===== config.mk =====
export PLATFORM = sky130hd
export DESIGN_NAME = buffer_nxn_fpga_to_hps
export DESIGN_NICKNAME = d
export VERILOG_FILES = /design/src/rtl/buffer_nxn_fpga_to_hps_pkg.sv /design/src/rtl/buffer_nxn_fpga_to_hps_pack.sv /design/src/rtl/buffer_nxn_fpga_to_hps.sv
export SDC_FILE = /design/constraint.sdc
export NUM_CORES = 1
export LEC_CHECK = 0
export BUFFER_PORTS_ARGS = -buffer_cell sky130_fd_sc_hd__buf_2
export CAP_MARGIN = 0
export CORE_UTILIZATION = 33
export DETAILED_ROUTE_END_ITERATION = 8
export GPL_ROUTABILITY_DRIVEN = 1
export PLACE_DENSITY_LB_ADDON = 0.3
export SLEW_MARGIN = 25
export SYNTH_ARGS = -nofsm -noshare
export SYNTH_HDL_FRONTEND = slang
export SYNTH_SLANG_ARGS = --single-unit

===== constraint.sdc =====
create_clock -name clk -period 20.5 [get_ports clk]
set_input_delay 3.075 -clock clk [delete_from_list [all_inputs] [get_ports clk]]
set_output_delay 3.075 -clock clk [all_outputs]
set_load 0.005 [all_outputs]

===== src/rtl/buffer_nxn_fpga_to_hps_pkg.sv =====
// Shared constants and state encoding for the FPGA-to-HPS result buffer.
package buffer_pkg;

  localparam int DEF_ELEM_W     = 8;
  localparam int DEF_MAX_DIM    = 5;
  localparam int DEF_WORD_W     = 32;
  localparam int DEF_TOTAL_W    = DEF_MAX_DIM * DEF_MAX_DIM * DEF_ELEM_W;
  localparam int DEF_NWORDS_MAX = (DEF_TOTAL_W + DEF_WORD_W - 1) / DEF_WORD_W;
  localparam int MIN_DIM        = 2;

  typedef enum logic [1:0] {
    IDLE = 2'd0,
    PACK = 2'd1,
    SEND = 2'd2
  } state_e;

  // Words needed to carry an n x n matrix of elem_w-bit elements.
  function automatic int words_for(input int n, input int elem_w, input int word_w);
    return (n * n * elem_w + word_w - 1) / word_w;
  endfunction

endpackage


===== src/rtl/buffer_nxn_fpga_to_hps_pack.sv =====
// Combinational repack of a padded MAX_DIM x MAX_DIM matrix into a dense N x N
// row-major vector; unused trailing elements are zero.
module matrix_nxn_pack
  import buffer_pkg::*;
#(
  parameter  int ELEM_W  = DEF_ELEM_W,
  parameter  int MAX_DIM = DEF_MAX_DIM,
  localparam int TOTAL_W = MAX_DIM * MAX_DIM * ELEM_W,
  localparam int SIZE_W  = $clog2(MAX_DIM + 1)
) (
  input  logic [TOTAL_W-1:0] matrix_i,
  input  logic [SIZE_W-1:0]  size_i,
  output logic [TOTAL_W-1:0] packed_o
);

  // Dense slot d holds source element (d / N, d % N) when d < N*N.
  for (genvar d = 0; d < MAX_DIM * MAX_DIM; d++) begin : g_elem
    logic [ELEM_W-1:0] elem;

    always_comb begin
      elem = '0;
      for (int n = MIN_DIM; n <= MAX_DIM; n++) begin
        if (size_i == SIZE_W'(n) && d < n * n)
          elem = matrix_i[TOTAL_W-1-((d / n) * MAX_DIM + d % n)*ELEM_W -: ELEM_W];
      end
    end

    assign packed_o[TOTAL_W-1-d*ELEM_W -: ELEM_W] = elem;
  end

endmodule


===== src/rtl/buffer_nxn_fpga_to_hps.sv =====
// Captures one padded result matrix, repacks the active N x N block densely and
// streams it MSB-first as WORD_W-bit words over valid/ready with a last flag.
module buffer_nxn_fpga_to_hps
  import buffer_pkg::*;
#(
  parameter  int ELEM_W     = DEF_ELEM_W,
  parameter  int MAX_DIM    = DEF_MAX_DIM,
  parameter  int WORD_W     = DEF_WORD_W,
  localparam int TOTAL_W    = MAX_DIM * MAX_DIM * ELEM_W,
  localparam int NWORDS_MAX = (TOTAL_W + WORD_W - 1) / WORD_W,
  localparam int SIZE_W     = $clog2(MAX_DIM + 1),
  localparam int WC_W       = $clog2(NWORDS_MAX + 1)
) (
  input  logic               clk,
  input  logic               rst_n,
  input  logic               in_valid,
  output logic               in_ready,
  input  logic [TOTAL_W-1:0] matrix_in,
  input  logic [SIZE_W-1:0]  size_in,
  output logic               out_valid,
  input  logic               out_ready,
  output logic [WORD_W-1:0]  word_out,
  output logic               out_last,
  output logic [WC_W-1:0]    word_count,
  output logic [TOTAL_W-1:0] packed_out,
  output logic               size_err
);

  localparam int PAD_W = NWORDS_MAX * WORD_W;

  state_e             state_q, state_d;
  logic [TOTAL_W-1:0] mat_q, mat_d;
  logic [SIZE_W-1:0]  size_q, size_d;
  logic [TOTAL_W-1:0] packed_q, packed_d;
  logic [WC_W-1:0]    wc_q, wc_d;
  logic [WC_W-1:0]    idx_q, idx_d;
  logic               ov_q, ov_d;
  logic               ol_q, ol_d;
  logic [WORD_W-1:0]  wo_q, wo_d;
  logic               err_q, err_d;
  logic [TOTAL_W-1:0] pack_w;
  logic               size_ok;

  matrix_nxn_pack #(
    .ELEM_W  (ELEM_W),
    .MAX_DIM (MAX_DIM)
  ) u_pack (
    .matrix_i (mat_q),
    .size_i   (size_q),
    .packed_o (pack_w)
  );

  // Word k of the packed vector left-aligned in NWORDS_MAX words.
  function automatic logic [WORD_W-1:0] word_at(input logic [TOTAL_W-1:0] p,
                                                input logic [WC_W-1:0]    k);
    logic [PAD_W-1:0] padded;
    padded = PAD_W'(p) << (PAD_W - TOTAL_W);
    return padded[PAD_W-1-int'(k)*WORD_W -: WORD_W];
  endfunction

  assign size_ok = (size_in >= SIZE_W'(MIN_DIM)) && (size_in <= SIZE_W'(MAX_DIM));

  always_comb begin
    // NOTE: every _d defaults to its _q first, so no branch leaves a value unassigned and no latch is inferred.
    state_d  = state_q;
    mat_d    = mat_q;
    size_d   = size_q;
    packed_d = packed_q;
    wc_d     = wc_q;
    idx_d    = idx_q;
    ov_d     = ov_q;
    ol_d     = ol_q;
    wo_d     = wo_q;
    err_d    = 1'b0;

    case (state_q)
      IDLE: begin
        if (in_valid) begin
          if (size_ok) begin
            mat_d   = matrix_in;
            size_d  = size_in;
            state_d = PACK;
          end else begin
            err_d = 1'b1;
          end
        end
      end
      PACK: begin
        packed_d = pack_w;
        wc_d     = WC_W'(words_for(int'(size_q), ELEM_W, WORD_W));
        idx_d    = '0;
        wo_d     = word_at(pack_w, '0);
        ol_d     = (wc_d == WC_W'(1));
        ov_d     = 1'b1;
        state_d  = SEND;
      end
      SEND: begin
        if (out_ready) begin
          if (ol_q) begin
            ov_d    = 1'b0;
            ol_d    = 1'b0;
            wo_d    = '0;
            state_d = IDLE;
          end else begin
            idx_d = idx_q + WC_W'(1);
            wo_d  = word_at(packed_q, idx_d);
            ol_d  = (idx_d == wc_q - WC_W'(1));
          end
        end
      end
      default: state_d = IDLE;
    endcase
  end

  always_ff @(posedge clk) begin
    // NOTE: sequential state uses non-blocking <= so every register samples pre-edge values.
    if (!rst_n) begin
      state_q  <= IDLE;
      packed_q <= '0;
      wc_q     <= '0;
      idx_q    <= '0;
      ov_q     <= 1'b0;
      ol_q     <= 1'b0;
      wo_q     <= '0;
      err_q    <= 1'b0;
    end else begin
      state_q  <= state_d;
      packed_q <= packed_d;
      wc_q     <= wc_d;
      idx_q    <= idx_d;
      ov_q     <= ov_d;
      ol_q     <= ol_d;
      wo_q     <= wo_d;
      err_q    <= err_d;
    end
  end

  // NOTE: the capture registers are not reset; they are only read in PACK, after a capture has loaded them.
  always_ff @(posedge clk) begin
    mat_q  <= mat_d;
    size_q <= size_d;
  end

  assign in_ready   = (state_q == IDLE);
  assign out_valid  = ov_q;
  assign out_last   = ol_q;
  assign word_out   = wo_q;
  assign word_count = wc_q;
  assign packed_out = packed_q;
  assign size_err   = err_q;

endmodule


==> metrics.csv <==
stage;metric;value;unit
grt;grt.total_usage;25.5;%
power;p_leak;9.03;nW
finish;nFillCells;5414;
clock_tree;ctsHoldBuffers;0;
timing;clock_skew;0.0352;ns
placement;dp_hpwl;54.6;mm
power;p_sw_share;25.2;%
power;clockPowerShare;43.9;%
die;dieArea;57200;um2
detailed_routing;routed-via-count;15700;
timing;fmax;201;MHz
detailed_routing;drt_first_pass_iters;7;
run;maxCapViolations;0;
synth;synth-seq-cells;446;
synth;ys_seq_area_share;59.1;%
synth;yosysTopAreaCell;edfxtp_1;
grt;antenna_found_initial;3;
timing;worstMarginPinSlew;1.07;ns
power;switchingPower;0.000556;W
die;initial_core_util;33.5;%
detailed_routing;routed.top_layer;met5;
grt;grt_pass1_vias;14700;
detailed_routing;routed_wl;75.5;mm
power;seq_power_share;46.7;%
detailed_routing;wl_met3;7.07;mm
die;die-width;239;um
timing;hold_violations;0;
setup_path;critPathKind;in2reg;
clock_tree;numClockSinks;446;
die;coreArea;55300;um2
timing;rsz0062_at_grt;no;
clock_tree;path_clk_slew;0.06;ns
power;internal_power;0.00165;W
setup_path;critPathLaunchType;input port;
grt;gr-total-overflow;0;
synth;ys.flop_type;dfxtp_1;
power;p_comb_share;9.4;%
run_status;status;finished clean;
synth;synth.top_cell.area_share;32.9;%
hold_path;min_path_type;reg2reg;
detailed_routing;ant_nets;0;
synth;synth_nets;1866;
synth;synthArstFlopShare;0;%
placement;portBuffers;445;
timing;period_share;24.3;%
die;fp.dieH;239;um
grt;grt_pass1_wl;105;mm
timing;finalMaxSlewViolations;0;
clock_tree;cts_resized;0;
power;peakVddDrop;0.0000539;V
clock_tree;post_cts_buffers;0;
detailed_routing;route.detailed.drc;0;
synth;syn_area;18500;um2
timing;fin_setup_tns;0;ns
power;p_per_area;95.6;nW/um2
synth;synth_area_leaders;edfxtp_1 (33%), dfxtp_1 (26%), a221oi_1 (4.7%);
die;ios;446;
detailed_routing;vias_per_cell;5.62;
finish;final_layout_size_suffix_gt1_share;32.2;%
finish;nets;2218;
detailed_routing;drt_iter0_markers;1701;
setup_path;cp-end-kind;register;
synth;synth_cells;1655;
setup_path;crit_required;20.69;ns
detailed_routing;met1_length;31.7;mm
finish;area_growth;24.4;%
setup_path;cp.arrival;5.17;ns
clock_tree;cts_tree;done;
clock_tree;h-tree-depth;2;
setup_path;max_stage_delay;0.81;ns
timing;period_needed;4.98;ns
synth;synth_edf_count;203;
placement;gp_congestion;0.931;
setup_path;slowest_stage;buf_4;
synth;ys_types;60;
setup_path;path_cells;buf_2 > xor2_1 > and3_4 > buf_4;
synth;synth_area_per_cell;11.2;um2
detailed_routing;dr_wl_met2;33.6;mm
clock_tree;clkLatencyLatePin;0.60;ns
detailed_routing;wl_per_cell;27.0;um
clock_tree;cts_root_buf;clkbuf_16;
synth;ys.warnings.count;0;
grt;grt_max_degree;184;
timing;slew_headroom;28.6;%
die;rows;86;
clock_tree;cts-buffers-inserted;50;
timing;whs;0.464;ns
finish;fin_util;41.7;%
clock_tree;clock_path_buffers;3;
setup_path;cp_max_fo;68;
timing;setup_violations;0;
-- critical path: cells and delay by family --
kind / cells / cell delay, ns
simple gates: 1 / 0.80
buf+inv: 2 / 0.93
xor+xnor: 1 / 0.19
-- logic make-up (layout without fill, tap and decap cells) --
family | count (synthesis) | after routing | share of synthesized area, %
compound gates | 483 | 483 | 19.3
simple gates | 441 | 441 | 10.8
buf+inv | 174 | 565 | 3.86
flops | 446 | 446 | 59.1
other cells | 0 | 2 | 0
mux | 97 | 97 | 6.08
fa+ha+maj | 4 | 4 | 0.270
xor+xnor | 10 | 10 | 0.587
-- cell type report --
class	instances	area, um2	area share, %
clock buffer	61	1370	5.91
sequential	446	11000	47.5
timing repair buffer	470	2450	10.6
multi-input combinational	1035	6940	30.1
tap	748	936	4.05
antenna	2	5.00	0.0217
inverter	4	20.0	0.0867
clock inverter	30	402	1.74
-- sequential cells by signal, indices dropped and copies added (netlist names) --
| signal | count |
|---|---|
| packed_out | 200 |
| idx_q | 3 |
| size_q | 3 |
| size_err | 1 |
| word_out | 32 |
| state_q | 2 |
| word_count | 3 |
| out_valid | 1 |
| out_last | 1 |
| mat_q | 200 |
-- Yosys cell counts, drive strengths merged (2+ instances only) --
| cell type | instances |
|---|---|
| dfxtp | 243 |
| edfxtp | 203 |
| a21oi | 123 |
| clkbuf | 120 |
| nor2 | 113 |
| nand2 | 110 |
| a221oi | 103 |
| nor3 | 103 |
| nand3 | 82 |
| mux2 | 81 |
| buf | 50 |
| o21ai | 42 |
| a22o | 33 |
| a22oi | 32 |
| a32oi | 32 |
| a211oi | 25 |
| mux2i | 16 |
| o2bb2ai | 15 |
| o31ai | 15 |
| and2 | 13 |
| a211o | 8 |
| a21o | 8 |
| a221o | 8 |
| o2111ai | 8 |
| o211a | 8 |
| o211ai | 8 |
| o21a | 8 |
| nor2b | 6 |
| xnor2 | 6 |
| ha | 4 |
| and3b | 3 |
| inv | 3 |
| nor3b | 3 |
| xor2 | 3 |
| a31oi | 2 |
| nand2b | 2 |
| o221a | 2 |
| o22ai | 2 |
-- cells in the final DEF, fill, tap and decap left out, drive strengths merged, types with 9 or more instances in the layout --
cell / instances
nand3: 82
nor2: 113
o31ai: 15
mux2: 81
nor3: 103
a32oi: 32
mux2i: 16
edfxtp: 203
o21ai: 42
a221oi: 103
a22oi: 32
clkbuf: 61
bufinv: 9
a21oi: 123
nand2: 110
a211oi: 25
clkinv: 13
dfxtp: 243
o2bb2ai: 15
buf: 470
a22o: 33
and2: 13
-- power by group through the flow --
stage / clock (W) / sequential (W) / combinational (W)
2_1_floorplan: 0 / 0.00103 / 0.000113
3_3_place_gp: 0 / 0.00105 / 0.000202
3_5_place_dp: 0 / 0.00105 / 0.000205
4_1_cts: 0.000982 / 0.00103 / 0.000206
5_1_grt: 0.00102 / 0.00103 / 0.000223
6_report: 0.000968 / 0.00103 / 0.000207
-- path summary, 6_finish.rpt --
| kind | startpoint | cells past startpoint | to | slack [ns] |
|---|---|---|---|---|
| max | size_in[2] | 4 | mat_q[14] | 15.52 |
| max reg2reg | idx_q[0] | 6 | word_out[23] | 16.92 |
| min reg2reg | packed_out[9] | 2 | packed_out[9] | 0.46 |
| min | packed_out[9] | 2 | packed_out[9] | 0.46 |
-- layer usage --
layer	vias up	GRT usage, %
li1	7064	-
met2	854	38.8
met5	-	0
met1	7661	34.4
met4	4	9.67
met3	136	6.74
-- per-stage QoR --
stage | total power [W] | instances | worst slack, ns | instance area, um2
global placement | 0.00125 | 2702 | 14.92 | 21300
floorplan | 0.00115 | 1655 | 11.95 | 18500
finish | 0.00221 | 2796 | 15.52 | 23100
global route | 0.00227 | 2795 | 15.43 | 23100
detailed placement | 0.00125 | 2703 | 14.95 | 21300
CTS | 0.00222 | 2794 | 15.56 | 23100
Power figures use the tool's default switching activity.
